**config.mk**
```make
export PLATFORM = sky130hd
export DESIGN_NAME = charmatrix_engine_flat
export DESIGN_NICKNAME = d
export VERILOG_FILES = /design/src/rtl/charmatrix_pkg.sv /design/src/rtl/charmatrix_if.sv /design/src/rtl/charmatrix_textbuf.sv /design/src/rtl/charmatrix_engine.sv /design/src/flat_wrapper.sv
export SDC_FILE = /design/constraint.sdc
export NUM_CORES = 1
export LEC_CHECK = 0
export BUFFER_PORTS_ARGS = -buffer_cell sky130_fd_sc_hd__buf_2
export CORE_MARGIN = 1.5
export CORE_UTILIZATION = 35
export CTS_CLUSTER_DIAMETER = 80
export DETAILED_ROUTE_END_ITERATION = 8
export PLACE_DENSITY_LB_ADDON = 0.08
export SLEW_MARGIN = 5
export SYNTH_ARGS = -nofsm -noshare
export SYNTH_HDL_FRONTEND = slang
export SYNTH_SLANG_ARGS = --single-unit
export TNS_END_PERCENT = 30
```
**constraint.sdc**
```tcl
create_clock -name clk20 -period 6.3 [get_ports clk20]
set_input_delay 1.26 -clock clk20 [delete_from_list [all_inputs] [get_ports clk20]]
set_output_delay 1.26 -clock clk20 [all_outputs]
set_load 0.02 [all_outputs]
```
**src/rtl/charmatrix_pkg.sv**
```systemverilog
// Shared types and byte-command constants for the char-matrix engine.
package charmatrix_pkg;

  typedef enum logic [2:0] {
    StIdle,
    StFetch,
    StLoad,
    StWaitReady,
    StWaitStarted
  } state_e;

  localparam logic [7:0] CMD_CLEAR    = 8'h0C;
  localparam logic [7:0] CMD_BS       = 8'h08;
  localparam logic [7:0] CMD_COLOR_LO = 8'h10;
  localparam logic [7:0] CMD_COLOR_HI = 8'h1F;
  localparam logic [7:0] PRINT_LO     = 8'h20;
  localparam logic [7:0] PRINT_HI     = 8'h7E;
  localparam logic [7:0] BLANK_CHAR   = 8'h20;

  function automatic logic is_printable(input logic [7:0] b);
    return (b >= PRINT_LO) && (b <= PRINT_HI);
  endfunction

  function automatic logic is_color(input logic [7:0] b);
    return (b >= CMD_COLOR_LO) && (b <= CMD_COLOR_HI);
  endfunction

endpackage

```
**src/rtl/charmatrix_if.sv**
```systemverilog
// Bundle of UART RX, ROM, ws2812b and status signals around the char-matrix engine.
interface charmatrix_if #(
  parameter int unsigned CHAR_LEDS = 35
);
  logic [7:0]           rx_data;
  logic                 rx_valid;
  logic                 rx_ready;
  logic                 refresh;
  logic                 scroll_en;
  logic [7:0]           char_index;
  logic [CHAR_LEDS-1:0] char_data;
  logic [3:0]           color_index;
  logic [23:0]          color_data;
  logic [23:0]          led_data;
  logic                 led_valid;
  logic                 led_latch;
  logic                 led_ready;
  logic                 busy;
  logic                 overflow;

  modport master (
    output rx_data, rx_valid, refresh, scroll_en, char_data, color_data, led_ready,
    input  rx_ready, char_index, color_index, led_data, led_valid, led_latch, busy, overflow
  );

  modport slave (
    input  rx_data, rx_valid, refresh, scroll_en, char_data, color_data, led_ready,
    output rx_ready, char_index, color_index, led_data, led_valid, led_latch, busy, overflow
  );
endinterface

```
**src/rtl/charmatrix_textbuf.sv**
```systemverilog
// Text buffer: decodes the RX byte stream into characters, colour and edit commands.
module charmatrix_textbuf
  import charmatrix_pkg::*;
#(
  parameter int unsigned BUF_CHARS = 32
) (
  input  logic                         clk,
  input  logic                         rst,
  input  logic [7:0]                   rx_data,
  input  logic                         rx_valid,
  output logic                         rx_ready,
  input  logic [$clog2(BUF_CHARS)-1:0] rd_addr,
  output logic [7:0]                   rd_char,
  output logic [3:0]                   rd_col,
  output logic [$clog2(BUF_CHARS):0]   len,
  output logic                         overflow,
  output logic                         clear
);
  localparam int unsigned LW = $clog2(BUF_CHARS);
  localparam int unsigned JW = LW + 1;

  logic [7:0] mem_char [BUF_CHARS];
  logic [3:0] mem_col  [BUF_CHARS];
  logic [3:0] cur_col;
  logic       fire;
  logic       full;
  logic       wr_en;

  assign fire  = rx_valid & rx_ready;
  assign full  = (len == JW'(BUF_CHARS));
  assign wr_en = fire && is_printable(rx_data) && !full;
  assign clear = fire && (rx_data == CMD_CLEAR);

  always_ff @(posedge clk) begin
    if (wr_en) begin
      mem_char[len[LW-1:0]] <= rx_data;
      mem_col[len[LW-1:0]]  <= cur_col;
    end
  end

  always_ff @(posedge clk or posedge rst) begin
    if (rst) begin
      rx_ready <= 1'b0;
      len      <= '0;
      cur_col  <= '0;
      overflow <= 1'b0;
    end else begin
      rx_ready <= 1'b1;
      if (fire) begin
        if (is_printable(rx_data)) begin
          if (full) overflow <= 1'b1;
          else      len      <= len + JW'(1);
        end else if (is_color(rx_data)) begin
          cur_col <= rx_data[3:0];
        end else if (rx_data == CMD_CLEAR) begin
          len      <= '0;
          overflow <= 1'b0;
        end else if ((rx_data == CMD_BS) && (len != '0)) begin
          len <= len - JW'(1);
        end
      end
    end
  end

  assign rd_char = mem_char[rd_addr];
  assign rd_col  = mem_col[rd_addr];

endmodule

```
**src/rtl/charmatrix_engine.sv**
```systemverilog
// Renders a NUM_CHARS window of the text buffer through the char/colour ROMs into ws2812b words.
module charmatrix_engine
  import charmatrix_pkg::*;
#(
  parameter int unsigned NUM_CHARS  = 8,
  parameter int unsigned CHAR_LEDS  = 35,
  parameter int unsigned BUF_CHARS  = 32,
  parameter int unsigned SCROLL_DIV = 8
) (
  input logic         clk20,
  input logic         reset,
  charmatrix_if.slave bus
);
  localparam int unsigned JW = $clog2(BUF_CHARS) + 1;
  localparam int unsigned KW = (NUM_CHARS > 1) ? $clog2(NUM_CHARS) : 1;
  localparam int unsigned PW = (CHAR_LEDS > 1) ? $clog2(CHAR_LEDS) : 1;
  localparam int unsigned SW = (SCROLL_DIV > 1) ? $clog2(SCROLL_DIV) : 1;

  state_e        state;
  logic [JW-1:0] len, len_snap, base, offset, offset_inc, j;
  logic [KW-1:0] k;
  logic [PW-1:0] pix;
  logic [SW-1:0] scroll_cnt;
  logic [7:0]    rd_char, char_index;
  logic [3:0]    rd_col, color_index;
  logic [23:0]   led_data;
  logic          led_valid, led_latch, busy, overflow, rx_ready, clear;
  logic          last_pix, last_char;

  charmatrix_textbuf #(
    .BUF_CHARS(BUF_CHARS)
  ) u_buf (
    .clk      (clk20),
    .rst      (reset),
    .rx_data  (bus.rx_data),
    .rx_valid (bus.rx_valid),
    .rx_ready (rx_ready),
    .rd_addr  (j[JW-2:0]),
    .rd_char  (rd_char),
    .rd_col   (rd_col),
    .len      (len),
    .overflow (overflow),
    .clear    (clear)
  );

  // j is wide enough for base+k without wrapping, so positions past len_snap read as blank
  assign j          = base + JW'(k);
  assign offset_inc = offset + JW'(1);
  assign last_pix   = (pix == PW'(CHAR_LEDS - 1));
  assign last_char  = (k == KW'(NUM_CHARS - 1));

  always_ff @(posedge clk20 or posedge reset) begin
    if (reset) begin
      state       <= StIdle;
      len_snap    <= '0;
      base        <= '0;
      offset      <= '0;
      scroll_cnt  <= '0;
      k           <= '0;
      pix         <= '0;
      char_index  <= '0;
      color_index <= '0;
      led_data    <= '0;
      led_valid   <= 1'b0;
      led_latch   <= 1'b0;
      busy        <= 1'b0;
    end else begin
      if (clear) offset <= '0;
      unique case (state)
        StIdle: begin
          if (bus.refresh) begin
            len_snap <= len;
            base     <= bus.scroll_en ? offset : '0;
            k        <= '0;
            pix      <= '0;
            busy     <= 1'b1;
            state    <= StFetch;
            if (bus.scroll_en) begin
              if (scroll_cnt == SW'(SCROLL_DIV - 1)) begin
                scroll_cnt <= '0;
                if (!clear) offset <= (offset_inc >= len) ? '0 : offset_inc;
              end else begin
                scroll_cnt <= scroll_cnt + SW'(1);
              end
            end
          end
        end
        StFetch: begin
          if (j < len_snap) begin
            char_index  <= rd_char;
            color_index <= rd_col;
          end else begin
            char_index  <= BLANK_CHAR;
            color_index <= '0;
          end
          state <= StLoad;
        end
        StLoad: begin
          led_data  <= bus.char_data[pix] ? bus.color_data : '0;
          led_latch <= last_pix && last_char;
          state     <= StWaitReady;
        end
        StWaitReady: begin
          if (bus.led_ready) begin
            led_valid <= 1'b1;
            state     <= StWaitStarted;
          end
        end
        StWaitStarted: begin
          if (!bus.led_ready) begin
            led_valid <= 1'b0;
            if (!last_pix) begin
              pix   <= pix + PW'(1);
              state <= StLoad;
            end else if (!last_char) begin
              pix   <= '0;
              k     <= k + KW'(1);
              state <= StFetch;
            end else begin
              busy      <= 1'b0;
              led_latch <= 1'b0;
              state     <= StIdle;
            end
          end
        end
        default: state <= StIdle;
      endcase
    end
  end

  assign bus.rx_ready    = rx_ready;
  assign bus.overflow    = overflow;
  assign bus.char_index  = char_index;
  assign bus.color_index = color_index;
  assign bus.led_data    = led_data;
  assign bus.led_valid   = led_valid;
  assign bus.led_latch   = led_latch;
  assign bus.busy        = busy;

endmodule
```
**src/flat_wrapper.sv**
```systemverilog
// flat-port wrapper written by rule: the top's interface ports become plain ports
module charmatrix_engine_flat import charmatrix_pkg::*;
#(
  parameter int unsigned NUM_CHARS  = 8,
  parameter int unsigned CHAR_LEDS  = 35,
  parameter int unsigned BUF_CHARS  = 32,
  parameter int unsigned SCROLL_DIV = 8
)
  (clk20, reset, bus_rx_data, bus_rx_valid, bus_refresh, bus_scroll_en, bus_char_data, bus_color_data, bus_led_ready, bus_rx_ready, bus_char_index, bus_color_index, bus_led_data, bus_led_valid, bus_led_latch, bus_busy, bus_overflow);
  charmatrix_if #(.CHAR_LEDS(CHAR_LEDS)) bus_i ();
  input logic clk20;
  input logic reset;
  input wire logic [$bits(bus_i.rx_data)-1:0] bus_rx_data;
  input wire logic [$bits(bus_i.rx_valid)-1:0] bus_rx_valid;
  input wire logic [$bits(bus_i.refresh)-1:0] bus_refresh;
  input wire logic [$bits(bus_i.scroll_en)-1:0] bus_scroll_en;
  input wire logic [$bits(bus_i.char_data)-1:0] bus_char_data;
  input wire logic [$bits(bus_i.color_data)-1:0] bus_color_data;
  input wire logic [$bits(bus_i.led_ready)-1:0] bus_led_ready;
  output wire logic [$bits(bus_i.rx_ready)-1:0] bus_rx_ready;
  output wire logic [$bits(bus_i.char_index)-1:0] bus_char_index;
  output wire logic [$bits(bus_i.color_index)-1:0] bus_color_index;
  output wire logic [$bits(bus_i.led_data)-1:0] bus_led_data;
  output wire logic [$bits(bus_i.led_valid)-1:0] bus_led_valid;
  output wire logic [$bits(bus_i.led_latch)-1:0] bus_led_latch;
  output wire logic [$bits(bus_i.busy)-1:0] bus_busy;
  output wire logic [$bits(bus_i.overflow)-1:0] bus_overflow;
  assign bus_i.rx_data = bus_rx_data;
  assign bus_i.rx_valid = bus_rx_valid;
  assign bus_i.refresh = bus_refresh;
  assign bus_i.scroll_en = bus_scroll_en;
  assign bus_i.char_data = bus_char_data;
  assign bus_i.color_data = bus_color_data;
  assign bus_i.led_ready = bus_led_ready;
  assign bus_rx_ready = bus_i.rx_ready;
  assign bus_char_index = bus_i.char_index;
  assign bus_color_index = bus_i.color_index;
  assign bus_led_data = bus_i.led_data;
  assign bus_led_valid = bus_i.led_valid;
  assign bus_led_latch = bus_i.led_latch;
  assign bus_busy = bus_i.busy;
  assign bus_overflow = bus_i.overflow;
  charmatrix_engine #(.NUM_CHARS(NUM_CHARS), .CHAR_LEDS(CHAR_LEDS), .BUF_CHARS(BUF_CHARS), .SCROLL_DIV(SCROLL_DIV)) u_core (.clk20(clk20), .reset(reset), .bus(bus_i));
endmodule
```
# Word level (Yosys, flattened, before mapping)

Memories as Yosys holds them, arrays and structs flattened.
Index checks and enable logic that the tools add are counted.

Add/sub/neg operators: 7
Bitwise gates (word level): 2
Order comparisons: 7
Mux-type cells: 50
Equal/unequal tests: 20
Reduce and logical (&&, ||, !) cells: 26

Operator list:

| operator                                                           | count |
|---|---|
| two-way mux 6 bit                                                  | 17 |
| two-way mux 3 bit                                                  | 9 |
| two-way mux 24 bit                                                 | 1 |
| adder 6 x 1 -> 6 bit (second input constant)                       | 3 |
| equality test 8 x 4 -> 1 bit (second input constant)               | 2 |
| AND reduction 4 bit                                                | 4 |
| one-hot mux 3 bit (5 select lines)                                 | 1 |
| two-way mux 1 bit                                                  | 14 |
| inequality test 2 bit (second input constant)                      | 7 |
| equality test 6 bit (second input constant)                        | 2 |
| one-hot mux 6 bit (2 select lines)                                 | 1 |
| AND reduction 3 bit                                                | 4 |
| AND reduction 5 bit                                                | 2 |
| equality test 3 bit (second input constant)                        | 3 |
| greater-or-equal comparator 8 x 5 -> 1 bit (second input constant) | 1 |
| greater-or-equal comparator 8 x 6 -> 1 bit (second input constant) | 1 |
| <= comparator 8 x 5 -> 1 bit (second input constant)               | 1 |
| <= comparator 8 x 7 -> 1 bit (second input constant)               | 1 |
| two-way mux 8 bit                                                  | 1 |
| nonzero test 2 bit                                                 | 4 |
| logical AND 1 bit                                                  | 7 |
| < comparator 6 x 7 -> 1 bit (second input constant)                | 1 |
| adder 3 x 1 -> 3 bit (second input constant)                       | 2 |
| adder 6 x 3 -> 6 bit                                               | 1 |
| other kinds (18)                                                   | 22 |

Output and inout bits: 41
Word-level logic and storage cells: 131
Memories kept: 2
Bits in writable memories: 384
Flip-flop bits (word level): 84
Bits of input ports: 73

Memories:

| memory                | words | bits a word | read ports | clocked after memory_dff | write ports | line                     | text |
|---|---|---|---|---|---|---|---|
| u_core.u_buf.mem_char | 32    | 8           | 1          | 0                        | 1           | charmatrix_textbuf.sv:22 | `logic [7:0] mem_char [BUF_CHARS];` |
| u_core.u_buf.mem_col  | 32    | 4           | 1          | 0                        | 1           | charmatrix_textbuf.sv:23 | `logic [3:0] mem_col [BUF_CHARS];` |

# Longest topological paths before layout

Gate-level depths: netlist (run 1).

Depth after elaboration: 8
Gate-level depth with buffers: 13
Depth with buffers taken out: 12

# Cells and area by module

A second synthesis (run 1) with hierarchy kept.

Cells, all modules: 1,135
Area, all modules: 19,708.9 um^2

By module, submodules not included:

| module             | area an instance (um^2) | times used | cells each | seq. area each (um^2) |
|---|---|---|---|---|
| charmatrix_textbuf | 15,690.0                | 1          | 735        | 11,831.3 |
| charmatrix_engine  | 4,018.9                 | 1          | 400        | 1,801.7 |

# Least setup slack after synthesis (run 1)

OpenSTA, ideal clock, no wires.

Path type: register to register
Start: register u_core.k[0]
End: register u_core.char_index[1], in the netlist u_core.bus.char_index[1]
Buffers on the path: 1
Required time: 6.233 ns
Cell stages (with the launch flop): 14
Path slack: 2.908 ns
Data arrival time: 3.326 ns
Cell sequence: dfrtp_1 ha_1 fa_1 and2_1 o21ai_0 xor2_1 inv_1 ha_1 a21o_1 a211o_1 a211oi_1 clkbuf_1 a22oi_1 nand2_1

Word-level cells in the longest chain between the ends: 3
Elaborated cells on any way between the ends: 4
Those cells by class: add/sub: 1; order compare: 1; mux: 1; memory: 1

Ends and longest elaborated chain:

| what                                                                  | line                     | text |
|---|---|---|
| start: declaration                                                    | charmatrix_engine.sv:21  | `logic [KW-1:0] k;` |
| start signal: assignment                                              | charmatrix_engine.sv:117 | `k <= k + KW'(1);` |
| adder 6 x 3 -> 6 bit (*)                                              | charmatrix_engine.sv:47  | `assign j = base + JW'(k);` |
| memory read (32 x 8 bit) / < comparator 6 bit (equally long branches) | n/a                      |  |
| two-way mux 8 bit (*)                                                 | charmatrix_engine.sv:89  | `if (j < len_snap) begin` |
| end signal: assignment                                                | charmatrix_engine.sv:90  | `char_index <= rd_char;` |
| end: declaration                                                      | charmatrix_engine.sv:24  | `logic [7:0] rd_char, char_index;` |

Every way passes the cells marked *; elsewhere a longest branch is shown, timed or not.
A chain may end at the register's enable or synchronous reset.

# Worst setup path after layout (run 1)

Start: register u_core.k[2]
End: register u_core.char_index[5], in the netlist u_core.bus.char_index[5]

The elaborated chain is that of the path after synthesis.

==> results.rst, run 1 <==
.. list-table::
   :header-rows: 1

   * - Metric
     - Value
   * - Result of the run
     - complete, no violations
   * - Number of enable-type register cells in the synthesized netlist
     - 384
   * - MaxCap Viol Count
     - 0
   * - Share of the core filled with cells
     - 40.8%
   * - Maximum number of pins on one net before global-route repair
     - 49
   * - Synth-to-layout area growth
     - 15.6%
   * - Post-route DRC
     - 0
   * - Die Outline Area
     - 56800 um2
   * - DR pass1 iterations
     - 5
   * - Master of the slowest instance on the critical path
     - sky130_fd_sc_hd__a211oi_2
   * - Number of global-route vias before repair
     - 10.9k
   * - Peak per-stage delay on the critical path
     - 0.96 ns
   * - Share of final-layout standard cells stronger than drive strength 1
     - 27.7%
   * - Total via count in the routed design
     - 10.5k
   * - Setup CP Type
     - reg -> reg
   * - Remaining max-slew budget at the tightest pin
     - 19.9%
   * - Area of the mapped netlist
     - 19400 um2
   * - Nets
     - 1355
   * - CTS H-tree depth
     - 2
   * - Initial antenna violation count
     - 0
   * - Worst-path maximum fanout
     - 35
   * - Power density of the placed cells
     - 337 nW/um2
   * - Number of buffers inserted during clock tree synthesis
     - 51
   * - Seq cells post-synth
     - 468
   * - Arrival time worst endpoint
     - 4.83 ns
   * - Post-DRT Antenna Nets
     - 0
   * - RSZ-0062 raised after global routing
     - no
   * - Worst-case clock buffer depth
     - 3
   * - FFs w/ async S/R, synth
     - 17.9%
   * - Max rail drop VDD
     - 0.000213 V
   * - Number of standard cells after synthesis
     - 1117
   * - GRT Total Usage
     - 18.2%
   * - Number of different library cells in the post-synthesis netlist
     - 61
   * - Root buf cell
     - sky130_fd_sc_hd__clkbuf_16
   * - Startpoint kind of the worst setup timing path
     - register
   * - Worst-skew pair later-pin latency
     - 0.61 ns
   * - Syn Nets
     - 1217
   * - Cell depth of the worst min-delay path
     - 2
   * - Post-DR wirelength/cell
     - 25.3 um
   * - GRT overflow
     - 0
   * - Timing-limited maximum frequency
     - 230 MHz
   * - Cell occurring most often along the worst timing path
     - sky130_fd_sc_hd__ha_1
   * - Die Width
     - 238 um
   * - Count of buffers added by post-CTS timing repair for setup
     - 0
   * - Buffers on Ports
     - 113
   * - Slack of the critical path
     - 1.96 ns
   * - Depth of the worst register-to-register path
     - 11
   * - Final total negative setup slack
     - 0 ns
   * - Sequential cell area fraction in the yosys report
     - 70.4%
   * - Count of inserted antenna diode cells
     - 0
   * - Number of clock sinks
     - 468
   * - Iteration-0 DRC count of the detailed router
     - 937
   * - Effective utilization at floorplan
     - 35.3%
   * - Post-DP HPWL
     - 32200 um
   * - Clock tree from TritonCTS
     - built
   * - Gates resized, CTS repair
     - 0
   * - Die height
     - 238 um
   * - Slew of the pin with the lowest slew margin
     - 1.20 ns
   * - Number of hold violations in the final report
     - 0
   * - Final Cycle Share
     - 68.9%
   * - Finish-stage setup viols
     - 0
   * - CP Cell Sequence
     - ha_1, a21oi_4, nand3_1, nand2_4, inv_1, ha_1, a21o_1, a211o_1, a211oi_2, a32o_1, nor3_1
   * - Wire length of the first global-routing pass
     - 74800 um
   * - Required time reported for the critical path endpoint
     - 6.79 ns
   * - Num rows
     - 86
   * - Max Transition Viols Final
     - 0
   * - Via/cell ratio
     - 5.23
   * - LEAKAGE
     - 7.82 nW
   * - Path class of the lowest-slack min-delay path
     - reg -> reg
   * - Type of destination of the critical path
     - register
   * - CTS clock-pin slew for the worst setup and hold paths
     - 0.06 ns
   * - Gp weighted congestion
     - 0.834
   * - CORE AREA
     - 54900 um2
   * - Number of ports placed on the die boundary
     - 114
   * - Main flop type after synthesis
     - sky130_fd_sc_hd__edfxtp_1
   * - Synth warnings
     - 0
   * - Pre-CTS setup slack
     - 1.71 ns
   * - Average instance area after synthesis
     - 17.3 um2
   * - Max Clock Skew
     - 0.0232 ns
   * - Hold bufs inserted after CTS
     - 0
   * - Shortest clock period the worst path allows after layout
     - 4.34 ns
   * - Routed WL
     - 50500 um
==> registers in the layout, indices dropped and copies added, names as in the netlist, 3 cells and up <==
register / cells
u_core.bus.color_index: 4
u_core.offset: 6
u_core.len_snap: 6
u_core.u_buf.cur_col: 4
u_core.scroll_cnt: 3
u_core.bus.char_index: 8
u_core.u_buf.len: 6
u_core.bus.led_data: 24
u_core.u_buf.mem_col: 128
u_core.k: 3
u_core.base: 6
u_core.state: 3
u_core.u_buf.mem_char: 256
u_core.pix: 6
==> per-stage QoR <==
step	area, um2	hold slack, ns	instances	total power, mW
after global placement	20800	0.447	1906	4.74
after floorplan	19400	0.450	1117	4.33
final	22400	0.459	1999	7.55
after CTS	22400	0.464	1999	7.64
after global routing	22400	0.486	1999	7.87
after detailed placement	20800	0.450	1906	4.75
==> cell type report <==
type,instances,area (um2)
clock buffer,64,1360
tap,704,881
timing repair buffer,134,723
multi-input combinational,574,5430
clock inverter,29,251
sequential,468,13600
fill,5039,32500
inverter,26,100
==> cells by family after synthesis <==
group / count (synthesis) / synth area share, %
AND/OR/NAND/NOR: 262 / 6.00
XOR/XNOR: 12 / 0.640
buffers and inverters: 75 / 1.69
multiplexers: 152 / 15.2
flip-flops: 468 / 70.4
other: 1 / 0.0194
AO/OA/AOI/OAI: 120 / 4.23
adder cells (fa/ha/maj): 27 / 1.78
==> cell usage in the layout, fill, tap and decap left out, types with 21 or more instances in the layout <==
master / instances
sky130_fd_sc_hd__mux4_2: 110
sky130_fd_sc_hd__nor2_1: 54
sky130_fd_sc_hd__ha_1: 25
sky130_fd_sc_hd__buf_2: 113
sky130_fd_sc_hd__inv_1: 23
sky130_fd_sc_hd__edfxtp_1: 384
sky130_fd_sc_hd__nand2_1: 114
sky130_fd_sc_hd__o21ai_0: 34
sky130_fd_sc_hd__dfrtp_1: 81
sky130_fd_sc_hd__nand3_1: 46
sky130_fd_sc_hd__clkbuf_16: 51
sky130_fd_sc_hd__buf_4: 21
sky130_fd_sc_hd__mux2_2: 29
==> worst max-delay path: cells and delay by family (launching register included) <==
family / cells / cell delay, ns
AO/OA/AOI/OAI: 5 / 1.93
adder cells (fa/ha/maj): 2 / 0.74
buffers and inverters: 1 / 0.31
flip-flops: 1 / 0.40
AND/OR/NAND/NOR: 3 / 0.84
==> where the power goes <==
part / leakage [nW] / switching (mW) / total (mW) / internal [mW]
Sequential: 4.55 / 0.176 / 3.73 / 3.56
Clock: 0.784 / 1.24 / 2.89 / 1.65
Combinational: 2.49 / 0.635 / 0.927 / 0.292
==> path summary, 6_finish.rpt <==
check | slack (ns) | end | from
setup / recovery | 1.96 | u_core.bus.char_index[5]$_DFFE_PP0N_ | u_core.k[2]$_DFFE_PP0P_
hold / removal | 0.46 | u_core.bus.led_data[9]$_DFFE_PP0P_ | u_core.bus.led_data[9]$_DFFE_PP0P_
setup reg to reg | 1.96 | u_core.bus.char_index[5]$_DFFE_PP0N_ | u_core.k[2]$_DFFE_PP0P_
hold reg to reg | 0.46 | u_core.bus.led_data[9]$_DFFE_PP0P_ | u_core.bus.led_data[9]$_DFFE_PP0P_
max in group asynchronous | 4.48 | u_core.u_buf.cur_col[3]$_DFFE_PP0P_ | reset
min in group asynchronous | 0.78 | u_core.bus.char_index[2]$_DFFE_PP0N_ | reset
==> Yosys cell counts, drive strengths merged (2+ instances only) <==
| cell | instances | area share (%) |
|---|---|---|
| a2111oi | 2 | 0.090 |
| a211o | 2 | 0.090 |
| a211oi | 7 | 0.27 |
| a21o | 8 | 0.31 |
| a21oi | 15 | 0.45 |
| a221oi | 3 | 0.14 |
| a22o | 2 | 0.090 |
| a22oi | 11 | 0.43 |
| a31oi | 2 | 0.065 |
| a32o | 2 | 0.11 |
| a32oi | 10 | 0.45 |
| and2 | 4 | 0.13 |
| and3 | 9 | 0.29 |
| buf | 23 | 0.68 |
| clkbuf | 26 | 0.50 |
| dfrtp | 84 | 11 |
| edfxtp | 384 | 60 |
| ha | 26 | 1.7 |
| inv | 25 | 0.48 |
| mux2 | 29 | 1.7 |
| mux2i | 12 | 0.62 |
| mux4 | 111 | 13 |
| nand2 | 115 | 2.3 |
| nand2b | 5 | 0.16 |
| nand3 | 46 | 1.2 |
| nand3b | 3 | 0.12 |
| nand4 | 3 | 0.097 |
| nand4b | 2 | 0.090 |
| nor2 | 54 | 1.0 |
| nor2b | 3 | 0.097 |
| nor3 | 14 | 0.36 |
| nor4b | 2 | 0.090 |
| o211ai | 2 | 0.078 |
| o21a | 2 | 0.078 |
| o21ai | 37 | 0.98 |
| o22ai | 3 | 0.097 |
| o31ai | 4 | 0.16 |
| or3 | 2 | 0.065 |
| xnor2 | 5 | 0.32 |
| xor2 | 7 | 0.32 |
==> routing by layer <==
layer	track usage, %	routed length [um]
met1	26.1	23300
met2	28.5	23400
met3	3.01	2500
met4	5.87	1340
met5	0	0
(Power assumes the default switching activity.)
==> run 2, diff against run 1 <==
- clock period: 6.3 -> 4 ns (I/O delays scaled with it)
==> run 2 against run 1 <==
  * Fmax up 14%
  * Register-to-register slack got worse by 1.8 ns
  * First-iteration DRC count decreased by 24%
  * Via count grew 0.56%
  * Die area unchanged
  * Final area increased by 2.0%
  * Sequential power up 57%
  * Critical endpoint unchanged
  * Largest cell class unchanged
  * Largest power group unchanged
==> results.rst, run 2 (same netlist as run 1, synthesis figures left out) <==
.. list-table::
   :header-rows: 1

   * - Metric
     - Value
   * - Type of destination of the critical path
     - register
   * - Final total negative setup slack
     - 0 ns (unchanged)
   * - Buffers on Ports
     - 113 (unchanged)
   * - GRT overflow
     - 0 (unchanged)
   * - Max rail drop VDD
     - 0.000305 V (+43%)
   * - Termination of the worst setup path
     - u_core.bus.char_index[5]$_DFFE_PP0N_
   * - Synth-to-layout area growth
     - 17.9%
   * - Die height
     - 238 um (unchanged)
   * - Net Sw Power
     - 3.22 mW (+57%)
   * - Number of ports placed on the die boundary
     - 114 (unchanged)
   * - Result of the run
     - complete, no violations
   * - Worst-skew pair later-pin latency
     - 0.60 ns (about the same)
   * - Number of global-route vias before repair
     - 11.0k (+0.87%)
   * - Startpoint kind of the worst setup timing path
     - register
   * - Die Width
     - 238 um (unchanged)
   * - Share of final-layout standard cells stronger than drive strength 1
     - 29.9% (+2.1 points)
   * - Post-DR wirelength/cell
     - 24.6 um (-2.6%)
   * - Post-DP HPWL
     - 31200 um (-3.1%)
   * - Total via count in the routed design
     - 10.5k (+0.56%)
   * - Count of buffers added by post-CTS timing repair for setup
     - 0 (unchanged)
   * - Nets
     - 1393 (+2.8%)
   * - Worst-path maximum fanout
     - 11 (-69%)
   * - Cell Count, Final, Fillers Out
     - 2041 (+2.1%)
   * - Initial antenna violation count
     - 4 (+4)
   * - Overall power of the completed layout
     - 12.1 mW (+61%)
   * - Die Outline Area
     - 56800 um2 (unchanged)
   * - Shortest clock period the worst path allows after layout
     - 3.79 ns (-0.548 ns)
   * - Endpoint of the most critical register-to-register path
     - u_core.bus.char_index[5]$_DFFE_PP0N_
   * - Max Transition Viols Final
     - 0 (unchanged)
   * - Arrival time worst endpoint
     - 4.28 ns (-0.55 ns)
   * - Iteration-0 DRC count of the detailed router
     - 708 (-24%)
   * - Max Clock Skew
     - 0.0136 ns (-0.00964 ns)
   * - Most frequent standard cell in the layout excluding fill and tap cells
     - sky130_fd_sc_hd__edfxtp_1
   * - Post-route DRC
     - 0 (unchanged)
   * - Reg-to-reg setup timing slack
     - 0.21 ns (-1.75 ns)
   * - Internal power component
     - 8.92 mW (+62%)
   * - Wire length of the first global-routing pass
     - 74300 um (-0.65%)
   * - Power density of the placed cells
     - 532 nW/um2 (+58%)
   * - Effective utilization at floorplan
     - 35.3% (unchanged)
   * - RSZ-0062 raised after global routing
     - no
   * - MaxCap Viol Count
     - 0 (unchanged)
   * - Area after detailed placement
     - 21100 um2 (+1.6%)
   * - CP Cell Sequence
     - ha_4, fa_4, and2_1, o21ai_0, xor2_1, inv_1, ha_1, a21o_1, a211o_1, a211oi_1, buf_12, nor2b_1, nor3_1
   * - Clock tree from TritonCTS
     - built
   * - Gp weighted congestion
     - 0.817 (-2.0%)
   * - Number of buffers inserted during clock tree synthesis
     - 52 (+2.0%)
   * - LEAKAGE
     - 8.08 nW (+3.3%)
   * - Maximum number of pins on one net before global-route repair
     - 55 (+12%)
   * - Number of hold violations in the final report
     - 0 (unchanged)
   * - Number of flip-flops under the largest register name
     - 256 (unchanged)
   * - Peak per-stage delay on the critical path
     - 0.48 ns (-0.48 ns)
   * - Commonest cells after routing, fill and taps aside
     - sky130_fd_sc_hd__edfxtp_1 (384), sky130_fd_sc_hd__nand2_1 (114), sky130_fd_sc_hd__buf_2 (113), sky130_fd_sc_hd__mux4_2 (110), sky130_fd_sc_hd__dfrtp_1 (84)
   * - Required time reported for the critical path endpoint
     - 4.49 ns (-2.30 ns)
   * - DR pass1 iterations
     - 5 (unchanged)
   * - Net Sw Frac
     - 26.5% (-0.65 points)
   * - Hold bufs inserted after CTS
     - 0 (unchanged)
   * - Filler cell count
     - 4960 (-1.6%)
   * - Proportion of power drawn by flip-flops and latches
     - 48.4% (-1.1 points)
   * - Part of the power in the clock network
     - 39.8% (+1.6 points)
   * - GRT Total Usage
     - 18.0% (-0.25 points)
   * - Post-DRT Antenna Nets
     - 0 (unchanged)
   * - Share of the core filled with cells
     - 41.6% (+0.81 points)
   * - Power share of the combinational group
     - 11.8% (-0.5 points)
   * - CTS H-tree depth
     - 2 (unchanged)
   * - Master of the slowest instance on the critical path
     - sky130_fd_sc_hd__fa_4
   * - Final Cycle Share
     - 94.8% (+26 points)
   * - Finish-stage setup viols
     - 0 (unchanged)
   * - Num rows
     - 86 (unchanged)
   * - CTS clock-pin slew for the worst setup and hold paths
     - 0.06 ns (about the same)
   * - Path class of the lowest-slack min-delay path
     - in -> async
   * - Root buf cell
     - sky130_fd_sc_hd__clkbuf_16
   * - Remaining max-slew budget at the tightest pin
     - 22.8% (+2.8 points)
   * - Number of clock sinks
     - 468 (unchanged)
   * - Routed WL
     - 50200 um (-0.56%)
   * - Worst setup path startpoint
     - u_core.k[0]$_DFFE_PP0P_
   * - Critical register-to-register path startpoint
     - u_core.k[0]$_DFFE_PP0P_
   * - CORE AREA
     - 54900 um2 (unchanged)
   * - Via/cell ratio
     - 5.15 (-1.5%)
   * - Placed insts
     - 1943 (+1.9%)
   * - Gates resized, CTS repair
     - 0 (unchanged)
   * - Depth of the worst register-to-register path
     - 13 (+2)
   * - Slew of the pin with the lowest slew margin
     - 1.16 ns (-0.0382 ns)
   * - Timing-limited maximum frequency
     - 264 MHz (+14%)
   * - Worst-case clock buffer depth
     - 3 (unchanged)
   * - Setup CP Type
     - reg -> reg
   * - Final cell area excluding filler cells
     - 22800 um2 (+2.0%)
[run 2: changes by cell type in the layout (fill, tap and decap cells not counted), sizes merged]
cell	previous run	this run
buf	134	171
diode	0	1
clkbuf	64	59
inv	26	27
bufinv	3	7
clkinvlp	2	6
[run 2: worst max-delay path: cells and delay by family (launching register included)]
family | cells | cell delay [ns]
AOI/OAI and AO/OA | 4 | 1.10
xor gates and xnor gates | 1 | 0.36
adders and majority gates | 3 | 1.00
buffers and inverters | 2 | 0.37
DFF | 1 | 0.44
and+or+nand+nor | 3 | 0.40
[run 2: routing by layer]
| layer | part of all wire (%) | GRT usage (%) | wire length [um] |
|---|---|---|---|
| met4 | 1.7 | 4.37 | 861 |
| met5 | 0.022 | 0 | 11 |
| met1 | 45 | 24.6 | 22700 |
| met2 | 49 | 30.3 | 24600 |
| met3 | 4.1 | 2.53 | 2080 |
[run 2: cell type report]
class	count	area, um2	share of cell area (%)
multi-input cells	574	5430	23.8
repair buffers	171	1050	4.60
well taps	704	881	3.86
flip-flops and latches	468	13600	59.7
inverters	26	100	0.439
clock buffers	59	1330	5.82
diodes	1	2.50	0.0110
clock inverters	38	399	1.75
[run 2: worst min-delay path by stage]
stage	start	to	slack, ns	depth (start not counted)
2_1_floorplan	u_core.len_snap[1]$_DFFE_PP0P_	u_core.len_snap[1]$_DFFE_PP0P_	0.45	2
3_3_place_gp	u_core.bus.led_data[3]$_DFFE_PP0P_	u_core.bus.led_data[3]$_DFFE_PP0P_	0.45	2
3_5_place_dp	u_core.bus.led_data[19]$_DFFE_PP0P_	u_core.bus.led_data[19]$_DFFE_PP0P_	0.45	2
4_1_cts	reset	u_core.bus.led_data[19]$_DFFE_PP0P_	0.35	2
5_1_grt	reset	u_core.bus.led_data[19]$_DFFE_PP0P_	0.39	2
6_report	reset	u_core.bus.led_data[14]$_DFFE_PP0P_	0.34	2
[run 2: power groups by stage]
stage	clock network [mW]	logic (mW)	registers (mW)
after floorplan	0	0.794	6.03
after global placement	0	1.44	5.97
after detailed placement	0	1.47	5.98
after CTS	4.96	1.47	5.88
after global routing	5.14	1.60	5.91
final	4.84	1.43	5.87
[run 2: metrics by stage]
step                worst slack [ns]  hold slack (ns)
floorplan                      0.608            0.450
global placement               0.345            0.447
detailed placement             0.234            0.451
CTS                            0.212            0.353
global route                  0.0315            0.391
finish                         0.208            0.335
==> run 3, diff against run 2 <==
- RECOVER_POWER: default -> 25
==> run 3 against run 2 <==
  * Fmax shrank 0.54%
  * Worst hold slack gained 0.081 ns
  * First-iteration DRC count grew 0.71%
  * The flow now finishes with violations (capacitance limit, slew limit)
  * Cell count did not move
  * Critical path type unchanged
  * Via count is 0.40% lower
  * Count of clock-buffer cells in the layout stayed put
  * Core utilization barely moved
  * Clock skew about the same
  * Global-route usage did not move
==> results.rst, run 3 (same netlist as run 1, synthesis figures left out) <==
.. list-table::
   :header-rows: 1

   * - Metric
     - Value
   * - Number of clock sinks
     - 468 (unchanged)
   * - Peak per-stage delay on the critical path
     - 0.48 ns (about the same)
   * - Timing-limited maximum frequency
     - 262 MHz (-0.54%)
   * - Count of buffer and inverter cells on the critical path
     - 2 (unchanged)
   * - Die Outline Area
     - 56800 um2 (unchanged)
   * - Filler cell count
     - 4968 (+0.16%)
   * - Max Transition Viols Final
     - 160 (+160)
   * - Number of hold violations in the final report
     - 0 (unchanged)
   * - Gp weighted congestion
     - 0.817 (unchanged)
   * - Commonest cells after routing, fill and taps aside
     - sky130_fd_sc_hd__edfxtp_1 (384), sky130_fd_sc_hd__nand2_1 (114), sky130_fd_sc_hd__mux4_2 (110), sky130_fd_sc_hd__buf_2 (106), sky130_fd_sc_hd__dfrtp_1 (84)
   * - Master of the slowest instance on the critical path
     - sky130_fd_sc_hd__fa_4
   * - Number of global-route vias before repair
     - 11.0k (unchanged)
   * - Most frequent standard cell in the layout excluding fill and tap cells
     - sky130_fd_sc_hd__edfxtp_1
   * - Synth-to-layout area growth
     - 17.7%
   * - Max Clock Skew
     - 0.0136 ns (+0.0000686 ns)
   * - Final Cycle Share
     - 95.3% (+0.51 points)
   * - GRT Total Usage
     - 18.0% (unchanged)
   * - Worst-path maximum fanout
     - 11 (unchanged)
   * - Power density of the placed cells
     - 533 nW/um2 (about the same)
   * - Routed WL
     - 50300 um (+0.10%)
   * - Storage element area
     - 13600 um2 (unchanged)
   * - Worst-case clock buffer depth
     - 3 (unchanged)
   * - Number of flip-flops under the largest register name
     - 256 (unchanged)
   * - Root buf cell
     - sky130_fd_sc_hd__clkbuf_16
   * - Hold bufs inserted after CTS
     - 0 (unchanged)
   * - Clock tree from TritonCTS
     - built
   * - Slew of the pin with the lowest slew margin
     - 2.71 ns (+1.55 ns)
   * - Required time reported for the critical path endpoint
     - 4.49 ns (about the same)
   * - Post-DR wirelength/cell
     - 24.6 um (+0.10%)
   * - Worst-skew pair later-pin latency
     - 0.59 ns (about the same)
   * - CORE AREA
     - 54900 um2 (unchanged)
   * - Failing checks
     - capacitance limit, slew limit
   * - Gates resized, CTS repair
     - 0 (unchanged)
   * - RSZ-0062 raised after global routing
     - no
   * - Shortest clock period the worst path allows after layout
     - 3.81 ns (+0.0206 ns)
   * - Area after detailed placement
     - 21100 um2 (unchanged)
   * - GRT overflow
     - 0 (unchanged)
   * - Family with the most delay on the worst path
     - compound AO/OA/AOI/OAI gates
   * - Total via count in the routed design
     - 10.5k (-0.40%)
   * - Post-DRT Antenna Nets
     - 0 (unchanged)
   * - CTS H-tree depth
     - 2 (unchanged)
   * - Count of buffers added by post-CTS timing repair for setup
     - 0 (unchanged)
   * - Maximum number of pins on one net before global-route repair
     - 55 (unchanged)
   * - Wire length of the first global-routing pass
     - 74300 um (unchanged)
   * - Finish-stage setup viols
     - 0 (unchanged)
   * - Path class of the lowest-slack min-delay path
     - in -> reg
   * - Share of final-layout standard cells stronger than drive strength 1
     - 29.0% (-0.82 points)
   * - Die height
     - 238 um (unchanged)
   * - Setup CP Type
     - reg -> reg
   * - CTS clock-pin slew for the worst setup and hold paths
     - 0.06 ns (about the same)
   * - MaxCap Viol Count
     - 4 (+4)
   * - DR pass1 iterations
     - 5 (unchanged)
   * - Max rail drop VDD
     - 0.000307 V (+0.58%)
   * - Die Width
     - 238 um (unchanged)
   * - CP Cell Sequence
     - ha_4, fa_4, and2_1, o21ai_0, xor2_1, inv_1, ha_1, a21o_1, a211o_1, a211oi_1, buf_12, nor2b_1, nor3_1
   * - Final cell area excluding filler cells
     - 22800 um2 (-0.11%)
   * - Initial antenna violation count
     - 3 (-1)
   * - Nets
     - 1393 (unchanged)
   * - Buffers on Ports
     - 113 (unchanged)
   * - Startpoint kind of the worst setup timing path
     - register
   * - LEAKAGE
     - 8.04 nW (-0.47%)
   * - Remaining max-slew budget at the tightest pin
     - -81.4% (-100 points)
   * - Effective utilization at floorplan
     - 35.3% (unchanged)
   * - Post-DP HPWL
     - 31200 um (unchanged)
   * - Num rows
     - 86 (unchanged)
   * - Type of destination of the critical path
     - register
   * - Iteration-0 DRC count of the detailed router
     - 713 (+0.71%)
   * - Result of the run
     - finished with violations
   * - Number of buffers inserted during clock tree synthesis
     - 52 (unchanged)
   * - Post-route DRC
     - 0 (unchanged)
   * - Final total negative setup slack
     - 0 ns (unchanged)
   * - Number of ports placed on the die boundary
     - 114 (unchanged)
   * - Via/cell ratio
     - 5.13 (-0.40%)
   * - Combined area of the multi-input logic cells
     - 5430 um2 (unchanged)
   * - Arrival time worst endpoint
     - 4.30 ns (+0.02 ns)
[run 3: cell types whose count changed in the layout (fill, tap and decap cells not counted), sizes merged]
cell / delta
buf: -11
clkbuf: +11
clkinvlp: +1
inv: -1
[run 3: final timing paths]
kind                                                startpoint                                   end  slack (ns)  depth (start not counted)
setup / recovery                       u_core.k[0]$_DFFE_PP0P_  u_core.bus.char_index[5]$_DFFE_PP0N_        0.19                         13
hold / removal                              bus_color_data[21]   u_core.bus.led_data[21]$_DFFE_PP0P_        0.42                          3
setup reg to reg                       u_core.k[0]$_DFFE_PP0P_  u_core.bus.char_index[5]$_DFFE_PP0N_        0.19                         13
hold reg to reg            u_core.bus.led_data[19]$_DFFE_PP0P_   u_core.bus.led_data[19]$_DFFE_PP0P_        0.46                          2
max in group asynchronous                                reset   u_core.bus.led_data[12]$_DFFE_PP0P_        1.79                          3
min in group asynchronous                                reset   u_core.bus.led_data[14]$_DFFE_PP0P_        0.95                          2
[run 3: layout make-up]
cell class	instances	share of cell area, %
tap	704	3.86
sequential	468	59.8
multi-input combinational	574	23.8
timing repair buffer	171	4.51
antenna	1	0.0110
inverter	26	0.434
clock inverter	38	1.75
clock buffer	59	5.82
[run 3: through the flow]
stage	instances	worst slack, ns	power, mW	hold WS, ns	utilization, %
after floorplan	1117	0.608	6.82	0.450	-
after global placement	1943	0.345	7.41	0.447	38.4
after detailed placement	1943	0.234	7.44	0.451	38.4
after CTS	2040	0.212	12.3	0.353	41.6
after global routing	2041	0.0315	12.7	0.416	41.5
final	2041	0.188	12.1	0.416	41.5
[run 3: routing by layer]
metal | vias to the layer above | part of all wire, % | global-route usage [%]
met5 | - | 0.020 | 0
met4 | 2 | 1.7 | 4.37
met3 | 65 | 3.9 | 2.53
met2 | 209 | 49 | 30.3
met1 | 5419 | 45 | 24.6
li1 | 4773 | - | -
[run 3: power by group]
group	switching [mW]	internal, mW	leakage [nW]
Sequential	0.268	5.61	4.55
Clock	1.99	2.85	0.828
Combinational	0.959	0.469	2.66
[run 3: worst reg2reg max path, delay by kind of cell, from the launching register on]
| family | cells | cell delay [ns] |
|---|---|---|
| AO/OA/AOI/OAI | 4 | 1.11 |
| AND/OR/NAND/NOR | 3 | 0.40 |
| flip-flops | 1 | 0.44 |
| adder cells (fa/ha/maj) | 3 | 1.00 |
| XOR/XNOR | 1 | 0.38 |
| buffers and inverters | 2 | 0.37 |
